--- src/rtl/mist_spi_pkg.sv ---
// Shared types and constants for the MiST IO-controller SPI host.
package mist_spi_pkg;

  typedef enum logic [1:0] {
    ST_IDLE  = 2'd0,
    ST_SHIFT = 2'd1,
    ST_HOLD  = 2'd2,
    ST_GAP   = 2'd3
  } state_t;

  localparam logic [1:0] SEL_CONF = 2'd0;
  localparam logic [1:0] SEL_SS2  = 2'd1;
  localparam logic [1:0] SEL_SS3  = 2'd2;
  localparam logic [1:0] SEL_SS4  = 2'd3;

  localparam int CLKDIV_W = 8;

endpackage

--- src/rtl/mist_spi_clkgen.sv ---
// Half-period timer for the SPI host: a down-counter that ticks every CLKDIV
// cycles while running, and toggles SCK on ticks while shifting.
module mist_spi_clkgen
  import mist_spi_pkg::*;
#(
  parameter int unsigned CLKDIV = 2
) (
  input  logic i_clk,
  input  logic i_rst_n,
  input  logic i_run,
  input  logic i_toggle,
  output logic o_tick,
  output logic o_rise,
  output logic o_fall,
  output logic o_sck
);

  localparam logic [CLKDIV_W-1:0] RELOAD = CLKDIV_W'(CLKDIV - 1);

  logic [CLKDIV_W-1:0] r_cnt;
  logic                r_sck;

  // Counter reloads whenever idle so every phase starts a full period.
  always_ff @(posedge i_clk or negedge i_rst_n) begin
    if (!i_rst_n) begin
      r_cnt <= RELOAD;
      r_sck <= 1'b0;
    end else begin
      if (!i_run || r_cnt == '0) r_cnt <= RELOAD;
      else                       r_cnt <= r_cnt - 1'b1;
      if (!i_toggle)   r_sck <= 1'b0;
      else if (o_tick) r_sck <= ~r_sck;
    end
  end

  assign o_tick = i_run && (r_cnt == '0);
  assign o_rise = o_tick && i_toggle && !r_sck;
  assign o_fall = o_tick && i_toggle && r_sck;
  assign o_sck  = r_sck;

endmodule

--- src/rtl/mist_spi_host.sv ---
// SPI mode-0 master driving a MiST guest's IO-controller port, byte at a time.
// Define MIST_SPI_HOST_LATE_SAMPLE_EN to sample MISO on falling SCK edges.
//
// state  | meaning
// IDLE   | ready for a byte; a frame may be left open
// SHIFT  | 16 SCK half-phases, then one cycle to publish rx_data
// HOLD   | SCK low for CLKDIV cycles before releasing the select
// GAP    | all selects high for CLKDIV cycles
module mist_spi_host
  import mist_spi_pkg::*;
#(
  parameter int unsigned CLKDIV = 2
) (
  input  logic       CLOCK_27,
  input  logic       RESET_N,
  input  logic       req,
  output logic       ready,
  input  logic [1:0] sel,
  input  logic       last,
  input  logic [7:0] tx_data,
  output logic [7:0] rx_data,
  output logic       rx_valid,
  output logic       cs_active,
  output logic       SPI_SCK,
  output logic       SPI_MOSI,
  input  logic       SPI_MISO,
  output logic       SPI_SS2,
  output logic       SPI_SS3,
  output logic       SPI_SS4,
  output logic       CONF_DATA0
);

  state_t     r_state, w_next;
  logic       r_live;
  logic [7:0] r_tx, r_rx;
  logic [1:0] r_sel;
  logic       r_last, r_open, r_fin;
  logic [2:0] r_nfall;
  logic       w_run, w_toggle, w_tick, w_rise, w_fall, w_sample, w_clash, w_accept;

  mist_spi_clkgen #(.CLKDIV(CLKDIV)) u_clkgen (
    .i_clk    (CLOCK_27),
    .i_rst_n  (RESET_N),
    .i_run    (w_run),
    .i_toggle (w_toggle),
    .o_tick   (w_tick),
    .o_rise   (w_rise),
    .o_fall   (w_fall),
    .o_sck    (SPI_SCK)
  );

`ifdef MIST_SPI_HOST_LATE_SAMPLE_EN
  assign w_sample = w_fall;
`else
  assign w_sample = w_rise;
`endif

  // A request for another select must wait until the open frame is closed.
  assign w_clash  = r_open && (sel != r_sel);
  assign w_accept = req && ready;

  always_ff @(posedge CLOCK_27 or negedge RESET_N) begin
    if (!RESET_N) r_state <= ST_IDLE;
    else          r_state <= w_next;
  end

  always_comb begin
    w_next = r_state;
    unique case (r_state)
      ST_IDLE:  if (r_live && req) w_next = w_clash ? ST_HOLD : ST_SHIFT;
      ST_SHIFT: if (r_fin)         w_next = r_last ? ST_HOLD : ST_IDLE;
      ST_HOLD:  if (w_tick)        w_next = ST_GAP;
      ST_GAP:   if (w_tick)        w_next = ST_IDLE;
      default:                     w_next = ST_IDLE;
    endcase
  end

  always_comb begin
    ready    = 1'b0;
    w_run    = 1'b0;
    w_toggle = 1'b0;
    SPI_MOSI = 1'b0;
    unique case (r_state)
      ST_IDLE:  ready = r_live && !w_clash;
      ST_SHIFT: begin
        w_run    = !r_fin;
        w_toggle = !r_fin;
        SPI_MOSI = r_tx[7];
      end
      ST_HOLD, ST_GAP: w_run = 1'b1;
      default: ;
    endcase
  end

  always_ff @(posedge CLOCK_27 or negedge RESET_N) begin
    if (!RESET_N) begin
      r_live   <= 1'b0;
      r_tx     <= '0;
      r_rx     <= '0;
      r_sel    <= SEL_CONF;
      r_last   <= 1'b0;
      r_open   <= 1'b0;
      r_fin    <= 1'b0;
      r_nfall  <= '0;
      rx_data  <= '0;
      rx_valid <= 1'b0;
    end else begin
      r_live   <= 1'b1;
      rx_valid <= 1'b0;
      if (w_accept) begin
        r_tx    <= tx_data;
        r_sel   <= sel;
        r_last  <= last;
        r_open  <= 1'b1;
        r_fin   <= 1'b0;
        r_nfall <= '0;
      end
      if (r_state == ST_SHIFT) begin
        if (w_sample) r_rx <= {r_rx[6:0], SPI_MISO};
        if (w_fall) begin
          r_tx    <= {r_tx[6:0], 1'b0};
          r_nfall <= r_nfall + 3'd1;
          if (r_nfall == 3'd7) r_fin <= 1'b1;
        end
        if (r_fin) begin
          rx_valid <= 1'b1;
          rx_data  <= r_rx;
          r_fin    <= 1'b0;
        end
      end
      if (r_state == ST_HOLD && w_tick) r_open <= 1'b0;
    end
  end

  assign cs_active  = r_open;
  assign CONF_DATA0 = !(r_open && r_sel == SEL_CONF);
  assign SPI_SS2    = !(r_open && r_sel == SEL_SS2);
  assign SPI_SS3    = !(r_open && r_sel == SEL_SS3);
  assign SPI_SS4    = !(r_open && r_sel == SEL_SS4);

endmodule

--- config.mk ---
export PLATFORM = sky130hd
export DESIGN_NAME = mist_spi_host
export DESIGN_NICKNAME = d
export VERILOG_FILES = /design/src/rtl/mist_spi_pkg.sv /design/src/rtl/mist_spi_clkgen.sv /design/src/rtl/mist_spi_host.sv
export SDC_FILE = /design/constraint.sdc
export NUM_CORES = 1
export LEC_CHECK = 0
export CAP_MARGIN = 25
export CORE_AREA = 8 8 81 76
export CTS_CLUSTER_DIAMETER = 150
export DETAILED_ROUTE_END_ITERATION = 10
export DIE_AREA = 0 0 89 84
export PLACE_DENSITY = 0.72
export SLEW_MARGIN = 25
export SYNTH_ARGS = -nofsm -noshare
export SYNTH_HDL_FRONTEND = slang
export SYNTH_SLANG_ARGS = --single-unit
--- constraint.sdc ---
create_clock -name CLOCK_27 -period 5.6 [get_ports CLOCK_27]
set_input_delay 1.68 -clock CLOCK_27 [delete_from_list [all_inputs] [get_ports CLOCK_27]]
set_output_delay 1.68 -clock CLOCK_27 [all_outputs]
set_load 0.005 [all_outputs]
======== After elaboration in Yosys (flattened, before gate mapping) ========
Index checks and enable logic that the tools add are counted.
cells by class
  eq/ne operators ......................... 13
  reduce and logical (&&, ||, !) cells .... 30
  muxes and demuxes ....................... 29
  $add $sub $neg .......................... 2
  bitwise gates (word level) .............. 1
operator list
  operator                                              count
  two-way mux 8 bit                                     4
  two-way mux 1 bit                                     14
  logical AND 1 bit                                     13
  two-way mux 2 bit                                     6
  two-way mux 3 bit                                     3
  equality test 2 bit (second input constant)           4
  logical NOT 1 bit                                     8
  logical NOT 8 bit                                     1
  case mux 2 bit (4 select lines)                       1
  subtractor 8 x 1 -> 8 bit (second input constant)     1
  != test 2 bit (second input constant)                 3
  equality test 2 x 1 -> 1 bit (second input constant)  2
  logical NOT 2 bit                                     2
  != test 2 x 1 -> 1 bit (second input constant)        2
  AND reduction 2 bit                                   2
  AND reduction 4 bit                                   1
  adder 3 x 1 -> 3 bit (second input constant)          1
  equality test 3 bit (second input constant)           1
  != test 2 bit                                         1
  case mux 1 bit (2 select lines)                       1
  nonzero test 2 bit                                    1
  OR reduction 2 bit                                    1
  logical OR 1 bit                                      1
  NOT 1 bit                                             1
storage, ports and cells
  output and inout bits ................... 17
  input bits .............................. 15
  logic and storage cells ................. 88
  flip-flop bits (word level) ............. 45

======== Logic depth before layout (Yosys ltp) ========
Gate-level depths: netlist (run 1).
  depth in word-level cells ............... 11
  mapped depth ............................ 7

======== Hierarchy ========
Synthesis (run 1) repeated with hierarchy kept, for this count alone.
unflattened totals
  cells, all modules ...................... 186
  area, all modules ....................... 2117.0 um^2
modules (own cells, without submodules)
  module           instances  cells each  area an instance (um^2)
  mist_spi_host    1          138         1640.3
  mist_spi_clkgen  1          48          476.7

======== Least setup slack after synthesis (run 1) ========
OpenSTA, ideal clock, no wires.
  path kind ............................... input to output
  from .................................... in sel[1]
  to ...................................... out ready
  arrival ................................. 2.506 ns
  path buffers ............................ 1
  cell stages on the path ................. 4
  path slack .............................. 1.414 ns
  cells stage by stage .................... xor2_1 -> o21a_1 -> clkbuf_1 -> nor4b_1
between the ends
  longest elaborated chain between the ends .. 5
RTL lines
  element            line                 text
  start, declared    mist_spi_host.sv:18  input logic [1:0] sel,
  != test 2 bit      mist_spi_host.sv:59  assign w_clash = r_open && (sel != r_sel);
  logical AND 1 bit  mist_spi_host.sv:59
  logical NOT 1 bit  mist_spi_host.sv:84  ST_IDLE: ready = r_live && !w_clash;
  logical AND 1 bit  mist_spi_host.sv:84
  two-way mux 1 bit  mist_spi_host.sv:83  unique case (r_state)
  end, declared      mist_spi_host.sv:17  output logic ready,
No other way between the ends.

======== Worst setup path in the final report (run 1) ========
  from .................................... in sel[0]
  to ...................................... out ready
The elaborated chain is that of the path after synthesis.

==> results of run 1 <==
-- how the worst max path moves through the flow --
stage	to	slack (ns)	cells past startpoint
floorplan	ready	1.41	4
global placement	ready	0.44	5
detailed placement	ready	0.40	5
CTS	ready	0.37	5
global route	ready	0.27	5
finish	ready	0.40	5
-- where the power goes --
| part | switching, mW | internal [mW] |
|---|---|---|
| registers | 0.0964 | 0.425 |
| clock network | 0.113 | 0.134 |
| logic | 0.177 | 0.180 |
| total | 0.386 | 0.738 |
-- cells by family (layout without fill, tap and decap cells) --
| kind of cell | Yosys count | in the layout | share of synthesized area [%] |
|---|---|---|---|
| XOR/XNOR | 8 | 8 | 3.44 |
| flip-flops | 45 | 45 | 55.4 |
| AND/OR/NAND/NOR | 52 | 52 | 14.8 |
| adder cells (fa/ha/maj) | 4 | 4 | 2.46 |
| multiplexers | 19 | 19 | 10.5 |
| buffers and inverters | 11 | 44 | 2.15 |
| AO/OA/AOI/OAI | 38 | 38 | 11.1 |
| other | 1 | 1 | 0.184 |
-- through the flow --
| stage | setup WS, ns | hold slack (ns) | cells | instance area, sq um | power [mW] |
|---|---|---|---|---|---|
| after floorplan | 1.41 | 0.452 | 178 | 2030 | 0.759 |
| after global placement | 0.435 | 0.464 | 268 | 2400 | 0.873 |
| after detailed placement | 0.403 | 0.470 | 268 | 2400 | 0.889 |
| after CTS | 0.372 | 0.489 | 276 | 2510 | 1.14 |
| after global routing | 0.269 | 0.507 | 276 | 2510 | 1.21 |
| final | 0.398 | 0.486 | 276 | 2510 | 1.12 |
-- synth_stat cells (3+ instances only) --
cell / instances / area share [%]
xor2_1: 5 / 2.2
ha_1: 4 / 2.5
nor2_1: 18 / 3.3
nand2_1: 11 / 2.0
clkbuf_1: 4 / 0.74
dfrtp_1: 44 / 54
a31oi_1: 8 / 2.5
o21ai_0: 11 / 2.7
mux2_2: 19 / 11
nand3b_1: 5 / 1.8
inv_1: 5 / 0.92
a21oi_1: 9 / 2.2
nand3_1: 3 / 0.74
xnor2_1: 3 / 1.3
-- state kept, by name, summed over array words and instances, names as in the netlist --
register / count
cs_active: 1
r_fin: 1
r_last: 1
r_live: 1
r_nfall: 3
r_rx: 8
r_sel: 2
r_state: 2
r_tx: 8
rx_data: 8
rx_valid: 1
u_clkgen.o_sck: 1
u_clkgen.r_cnt: 8
-- critical path, cell delays in order --
cell             delay [ns]
clkdlybuf4s50_1        0.44
xor2_1                 0.19
o21a_1                 0.31
nor4b_1                0.30
clkdlybuf4s50_1        0.59
-- layer usage --
metal	up-vias	global-route usage [%]
met5	-	0
met3	2	5.51
met2	32	16.7
li1	692	-
met4	0	2.27
met1	699	13.8
-- layout make-up --
| cell class | count | area, sq um | share of cell area (%) |
|---|---|---|---|
| sequential | 45 | 1130 | 44.8 |
| multi-input combinational | 122 | 863 | 34.3 |
| timing repair buffer | 31 | 308 | 12.2 |
| tap | 65 | 81.3 | 3.24 |
| clock buffer | 5 | 68.8 | 2.74 |
| clock inverter | 3 | 46.3 | 1.84 |
| inverter | 5 | 18.8 | 0.747 |
==> reports/qor.yml, run 1 <==
outcome:
  outcome: "finished, final reports clean"
yosys:
  syn-num-nets: 197
  async_flop_share_pct: 100
  syn_area_sq_um: 2030
  synth.distinct_cells: 39
  ys_seq_area_share_pct: 55.4
  synth_edf_count: 0
  synth-seq-cells: 45
  synth_cells: 178
  synth.avg_cell_area_sq_um: 11.4
  synth_top_flop_cell: "dfrtp_1"
  yosys_warnings: 0
critical_path:
  r2r-start: "u_clkgen.r_cnt[1]$_DFF_PN0_"
  crit_arrival_ns: 3.52
  rr_endpoint: "r_rx[1]$_DFFE_PN0P_"
  ff2ff_path_depth: 6
  crit_type: "input pin to output port"
  critical_path_peak_fanout: 11
  critPathCaptureType: "output port"
  rrSetupSlack_ns: 3.58
  crit_path_start: "sel[0]"
  start_kind: "input pin"
  required_ns: 3.92
grt:
  overflow: 0
  grt_max_degree: 46
  antenna_found_initial: 0
  grt_pass1_vias: 1453
  grt_use_total_pct: 11.1
  grt_pass1_wl_um: 6680
timing:
  finalClockSkew_ns: 0.0110
  worst_pin_slew_ns: 0.693
  maxClockFrequency_mhz: 192
  relSlewSlack_pct: 53.5
  fin_tns_setup_ns: 0
  rsz0062_at_grt: "no"
  finalSetupViolations: 0
  hold_violations: 0
  period_share_pct: 92.9
  maxSlewViolCount: 0
  fin_crit_ns: 5.20
die:
  start_util_pct: 42.9
  core_area_sq_um: 4740
  die_h_um: 84
  die_x_um: 89
  dieArea_sq_um: 7480
  row_count: 24
  io_pins: 32
clock_tree:
  insertion_delay_ns: 0.30
  clk_pin_slew_ns: 0.08
  cts-root-buf: "clkbuf_8"
  cts_buffer_depth: 2
  cts.sinks: 45
  cts_setup_buffers: 0
  cts_resized: 0
  cts_made_buffers: 5
  htreeDepth: 2
  cts_tree: "done"
  hold_buffers: 0
finish:
  layout.nets: 229
  diodes: 0
  nFillCells: 443
  final_cell_mix: "dfrtp_1 (44), clkdlybuf4s50_1 (30), mux2_2 (19)"
  drive_above_1_share_pct: 17.5
  utilization_pct: 53.0
  area_delta_synth_final_pct: 23.6
  layout_commonest_cell: "dfrtp_1"
drt:
  met2_length_um: 1790
  highest_layer: "met4"
  viasPerCell: 5.16
  drcViolationCount: 0
  wirelength_um: 3990
  first_iter_violations: 75
  postRouteAntennaNets: 0
  met1_length_um: 1880
  wl_per_cell_um: 14.5
  vias: 1425
  route.met3.wl_um: 299
  first_pass_iters: 4
power_and_ir_drop:
  powerDensity_nw_per_um2: 447
  power_leakage_nw: 1.11
  ir_worst_vdd_mv: 0.199
flow_run:
  cap_violations: 0
min_path:
  hold_start: "u_clkgen.r_cnt[0]$_DFF_PN1_"
  hold_depth: 1
  hold_end: "u_clkgen.r_cnt[0]$_DFF_PN1_"
  hp-class: "register to register"
place:
  globalplace.congestion: 0.761
  dpl.hpwl_um: 2850
  io_buffers: 31
No activity file was read; power rests on OpenSTA's default activity.
==> inputs of run 2 (changes only) <==
--- a/config.mk
+++ b/config.mk
@@ -11,7 +11,6 @@
 export DETAILED_ROUTE_END_ITERATION = 10
 export DIE_AREA = 0 0 89 84
 export PLACE_DENSITY = 0.72
-export SLEW_MARGIN = 25
 export SYNTH_ARGS = -nofsm -noshare
 export SYNTH_HDL_FRONTEND = slang
 export SYNTH_SLANG_ARGS = --single-unit
==> run 2 against run 1 <==
Effect of this change: sequential power about the same; flip-flop and latch count is the same; design area grew 1.0%; clock skew barely moved; count of clock-buffer cells in the layout unchanged; worst setup slack better by 0.00089 ns; register-to-register slack about the same; fmax is essentially flat; critical path type unchanged.
==> reports/qor.yml, run 2 (synthesized netlist as in run 1, its figures left out) <==
power_and_ir_drop:
  power_frac_seq_pct: 46.3  # about the same
  pwr-share-comb_pct: 31.8  # about the same
  p_total_mw: 1.13  # +0.14%
  powerDensity_nw_per_um2: 443  # -0.85%
  ir_worst_vdd_mv: 0.199  # about the same
  p_sw_share_pct: 34.3  # -0.059 points
  p_switching_mw: 0.386  # about the same
  power.share.clock_pct: 21.9  # about the same
  power_leakage_nw: 1.12  # +1.1%
  p_int_mw: 0.740  # +0.23%
timing:
  maxClockFrequency_mhz: 192  # about the same
  worst_pin_slew_ns: 0.695  # +0.00174 ns
  hold_ws_ns: 0.487  # +0.000591 ns
  finalClockSkew_ns: 0.0111  # +0.000121 ns
  fin_crit_ns: 5.20  # -0.000893 ns
  relSlewSlack_pct: 53.4  # -0.12 points
  hold_violations: 0  # unchanged
  period_share_pct: 92.9  # about the same
  maxSlewViolCount: 0  # unchanged
  rsz0062_at_grt: "no"
  finalSetupViolations: 0  # unchanged
  fin_tns_setup_ns: 0  # unchanged
clock_tree:
  cts_tree: "done"
  cts_resized: 0  # unchanged
  htreeDepth: 2  # unchanged
  clk_pin_slew_ns: 0.08  # about the same
  insertion_delay_ns: 0.30  # about the same
  cts-root-buf: "clkbuf_8"
  cts_buffer_depth: 2  # unchanged
  cts_made_buffers: 5  # unchanged
  cts_setup_buffers: 0  # unchanged
  cts.sinks: 45  # unchanged
  hold_buffers: 0  # unchanged
finish:
  nFillCells: 443  # unchanged
  layout.nets: 230  # +0.44%
  area_delta_synth_final_pct: 24.8
  layout_commonest_cell: "dfrtp_1"
  fin_area_sq_um: 2540  # +1.0%
  final_cell_mix: "dfrtp_1 (44), clkdlybuf4s50_1 (30), mux2_2 (19)"
  drive_above_1_share_pct: 17.9  # +0.39 points
  diodes: 0  # unchanged
  utilization_pct: 53.5  # +0.53 points
grt:
  overflow: 0  # unchanged
  grt_pass1_wl_um: 6680  # unchanged
  grt_pass1_vias: 1453  # unchanged
  grt_max_degree: 46  # unchanged
  antenna_found_initial: 0  # unchanged
  grt_use_total_pct: 11.1  # unchanged
drt:
  first_iter_violations: 60  # -20%
  viasPerCell: 5.14  # -0.36%
  wl_per_cell_um: 14.4  # -0.44%
  drcViolationCount: 0  # unchanged
  first_pass_iters: 4  # unchanged
  vias: 1425  # unchanged
  wirelength_um: 3990  # about the same
  postRouteAntennaNets: 0  # unchanged
die:
  io_pins: 32  # unchanged
  start_util_pct: 42.9  # unchanged
  core_area_sq_um: 4740  # unchanged
  row_count: 24  # unchanged
  die_h_um: 84  # unchanged
  dieArea_sq_um: 7480  # unchanged
  die_x_um: 89  # unchanged
critical_path:
  crit_type: "input pin to output port"
  critPathCaptureType: "output port"
  required_ns: 3.92  # about the same
  start_kind: "input pin"
  path_cells: "clkdlybuf4s50_1 -> xor2_1 -> o21a_1 -> nor4b_1 -> clkdlybuf4s50_1"
  critical_path_peak_fanout: 11  # unchanged
  cpMostUsedCell: "clkdlybuf4s50_1"
  crit_arrival_ns: 3.52  # about the same
  ff2ff_path_depth: 6  # unchanged
  max_stage_delay_ns: 0.59  # about the same
  cp_slowest_cell: "clkdlybuf4s50_1"
min_path:
  hold_depth: 1  # unchanged
  hp-class: "register to register"
place:
  dpl.hpwl_um: 2850  # unchanged
  io_buffers: 31  # unchanged
  globalplace.congestion: 0.761  # unchanged
  place_area_sq_um: 2400  # unchanged
flow_run:
  cap_violations: 0  # unchanged
outcome:
  outcome: "finished, final reports clean"
-- run 2: final cells by class --
cell class | count | area [sq um] | area share, %
Sequential cell | 45 | 1130 | 44.4
Multi-Input combinational cell | 122 | 863 | 34.0
Timing Repair Buffer | 32 | 333 | 13.1
Tap cell | 65 | 81.3 | 3.20
Clock buffer | 5 | 68.8 | 2.71
Clock inverter | 3 | 46.3 | 1.82
Inverter | 5 | 18.8 | 0.739
-- run 2: critical path: cells and delay by family --
family | cells | cell delay [ns]
AO/OA/AOI/OAI | 1 | 0.31
XOR/XNOR | 1 | 0.19
AND/OR/NAND/NOR | 1 | 0.30
buffers and inverters | 2 | 1.03
-- run 2: per-layer routing --
layer | GRT usage, % | part of all wire [%] | vias up
li1 | - | - | 696
met1 | 13.8 | 47 | 697
met2 | 16.7 | 45 | 30
met3 | 5.51 | 7.4 | 2
met4 | 2.27 | 0.50 | 0
met5 | 0 | 0 | -
-- run 2: worst paths after layout --
| check | from | endpoint | slack [ns] |
|---|---|---|---|
| worst min-delay path | u_clkgen.r_cnt[0]$_DFF_PN1_ | u_clkgen.r_cnt[0]$_DFF_PN1_ | 0.49 |
| min in group asynchronous | RESET_N | r_last$_DFFE_PN0N_ | 1.35 |
| worst min register to register | u_clkgen.r_cnt[0]$_DFF_PN1_ | u_clkgen.r_cnt[0]$_DFF_PN1_ | 0.49 |
| max in group asynchronous | RESET_N | u_clkgen.r_cnt[0]$_DFF_PN1_ | 3.67 |
| worst max-delay path | sel[0] | ready | 0.40 |
| worst max register to register | u_clkgen.r_cnt[1]$_DFF_PN0_ | r_rx[1]$_DFFE_PN0P_ | 3.59 |
-- run 2: power by group through the flow --
stage	sequential [mW]	combinational (mW)	clock (mW)
after floorplan	0.493	0.267	0
after global placement	0.523	0.350	0
after detailed placement	0.527	0.362	0
after CTS	0.521	0.363	0.252
after global routing	0.535	0.408	0.265
final	0.521	0.358	0.246
-- run 2: stage by stage --
step / setup WS [ns] / instances
2_1_floorplan: 1.41 / 178
3_3_place_gp: 0.435 / 268
3_5_place_dp: 0.403 / 268
4_1_cts: 0.372 / 276
5_1_grt: 0.269 / 277
6_report: 0.399 / 277
==> RTL change (settings of run 2) <==
The option `MIST_SPI_HOST_LATE_SAMPLE_EN` is turned on by a define.
--- a/src/rtl/mist_spi_host.sv
+++ b/src/rtl/mist_spi_host.sv
@@ -6,6 +6,8 @@
 // SHIFT  | 16 SCK half-phases, then one cycle to publish rx_data
 // HOLD   | SCK low for CLKDIV cycles before releasing the select
 // GAP    | all selects high for CLKDIV cycles
+`define MIST_SPI_HOST_LATE_SAMPLE_EN
+
 module mist_spi_host
   import mist_spi_pkg::*;
 #(
Check against the original RTL: no difference found for any inputs over 10 cycles, from zero or initial values and one cycle with RESET_N low; that may be too few to reach the edited logic, so the function may still have changed.
==> RTL change against run 2 <==
- synthesized area increased by 0.80%
- critical path depth unchanged
- setup slack improved by 310 ps
- wire length increased by 3.1%
- sequential cell count unchanged
- total power decreased by 1.2%
- count of clock-buffer cells in the layout increased by 1
- cell area decreased by 0.25%
- sequential share of layout area increased by 0.11 points
- first-iteration DRC count increased by 43%
- largest power group unchanged
- highest routed layer unchanged
==> RTL change: results (changes against run 2) <==
[critical_path]
arrival_ps=3220  ; -300 ps
cp_max_fo=2  ; -9
cpPeakStageDelay_ps=510  ; -80 ps
ff2ff_path_depth=6  ; unchanged
rrSetupSlack_ps=3640  ; +50 ps
regToRegStartpoint=u_clkgen.r_cnt[1]$_DFF_PN0_
crit_path_top_delay_cell=clkdlybuf4s50_1
worstReg2RegEnd=r_tx[2]$_DFF_PN0_

[clocking]
clock_path_buffers=2  ; unchanged
cts_root_buffer=clkbuf_8
clk_pin_slew_ps=80  ; about the same
ctsResizeCount=0  ; unchanged
clock_latency_ps=300  ; about the same
cts_max_level=2  ; unchanged
post_cts_buffers=0  ; unchanged
cts_inserted_buffers=5  ; unchanged

[status]
run_status=complete, no violations

[placement]
hpwl_mm=2.836  ; -0.68%
place_area_mm2=0.002401  ; +0.21%
port_buffers=31  ; unchanged
place_congestion=0.7703  ; +1.3%

[routing]
drt_first_pass_iters=4  ; unchanged
vias_per_cell=5.051  ; -1.8%
routed_wl_mm=4.115  ; +3.1%
drt_iter0_drc=86  ; +43%

[min_path]
min_to=u_clkgen.r_cnt[0]$_DFF_PN1_
whs_path_depth=1  ; unchanged
hold_path.class=reg2reg
min_from=u_clkgen.r_cnt[0]$_DFF_PN1_

[final_layout]
nNetsFinal=246  ; +7.0%
multiInputGateArea_um2=860.8  ; -0.29%
insertedDiodeCount=0  ; unchanged
nFillCells=457  ; +3.2%
drive_gt1_share_pct=12.72  ; -5.2 points

[yosys]
ys_warn_count=0  ; unchanged
synth_area_leaders=dfrtp_1, nand2_1, mux2_2
synthFlopType=dfrtp_1
ys_types=39  ; unchanged
synth_nets=212  ; +7.6%
synthTopCellsByCount=dfrtp_1, nand2_1, nor2_1, o21ai_0, mux2_2
async_flop_share_pct=100.0  ; unchanged
yosysSeqAreaShare_pct=54.97  ; -0.44 points

[pwr]
power.leakage_nw=1.162  ; +3.4%
ir_drop_v=0.0002271  ; +14%

[timing]
worst_hold_slack_ps=484.9  ; -1.910 ps
tightest_slew_ps=651.7  ; -43.04 ps
finClkSkew_ps=10.67  ; -0.4149 ps

[global_route]
grt_pass1_wl_mm=7.113  ; +6.5%
grt_max_degree=46  ; unchanged
antenna_found_initial=0  ; unchanged
grt_usage_pct=12.02  ; +0.95 points
grt_pass1_vias=1533  ; +5.5%
overflow=0  ; unchanged

-- RTL change: cell count changes after synthesis, moves of 3 or more --
cell	before	now
o21ai_0	11	15
nand3b_1	5	2
clkbuf_1	4	1
mux2_2	19	10
nor2_1	18	15
nand2_1	11	36
-- RTL change: routing by layer --
metal  wire length [um]  global-route usage [%]  vias to the layer above
li1                   -                       -                      728
met1               1997                   14.73                      713
met5                  0                       0                        -
met2               1836                   18.87                       32
met4                 71                   5.438                        0
met3                209                   3.346                        7
-- RTL change: worst max path at each step --
stage	cells after the start	from	to	slack (ps)
2_1_floorplan	3	sel[1]	ready	1460
3_3_place_gp	5	sel[1]	ready	700
3_5_place_dp	5	sel[1]	ready	700
4_1_cts	5	sel[1]	ready	690
5_1_grt	5	sel[1]	ready	600
6_report	5	sel[1]	ready	700
-- RTL change: stage by stage --
stage / cells / setup WS, ps / power, mW
2_1_floorplan: 193 / 1455 / 0.7328
3_5_place_dp: 284 / 697.0 / 0.8729
4_1_cts: 292 / 693.1 / 1.123
3_3_place_gp: 284 / 703.6 / 0.8629
6_report: 293 / 704.8 / 1.112
5_1_grt: 293 / 598.3 / 1.194
-- RTL change: kinds of logic (layout without fill, tap and decap cells) --
logic type / count (synthesis) / count (layout) / share of synthesized area, %
AND/OR/NAND/NOR: 74 / 74 / 18.73
flip-flops: 45 / 45 / 54.97
AO/OA/AOI/OAI: 37 / 37 / 10.25
multiplexers: 12 / 12 / 6.528
buffers and inverters: 11 / 46 / 3.051
XOR/XNOR: 9 / 9 / 3.844
adder cells (fa/ha/maj): 4 / 4 / 2.441
other: 1 / 1 / 0.1829
-- RTL change: area by class of cell --
cell class              instances  share of cell area [%]
clock buffers                   6                   2.866
clock inverters                 2                   1.532
inverters                       5                  0.7411
multi-input cells             137                   33.99
flip-flops and latches         45                   44.52
well taps                      65                   3.211
repair buffers                 33                   13.14
-- RTL change: critical path: cells and delay by family --
family | cells | cell delay, ps
AO/OA/AOI/OAI | 1 | 200
XOR/XNOR | 1 | 180
AND/OR/NAND/NOR | 1 | 210
buffers and inverters | 2 | 940
-- RTL change: where the power goes --
| part | internal (mW) | switching [mW] |
|---|---|---|
| Combinational | 0.182 | 0.178 |
| Sequential | 0.418 | 0.0894 |
| Clock | 0.134 | 0.110 |
| Total | 0.734 | 0.378 |
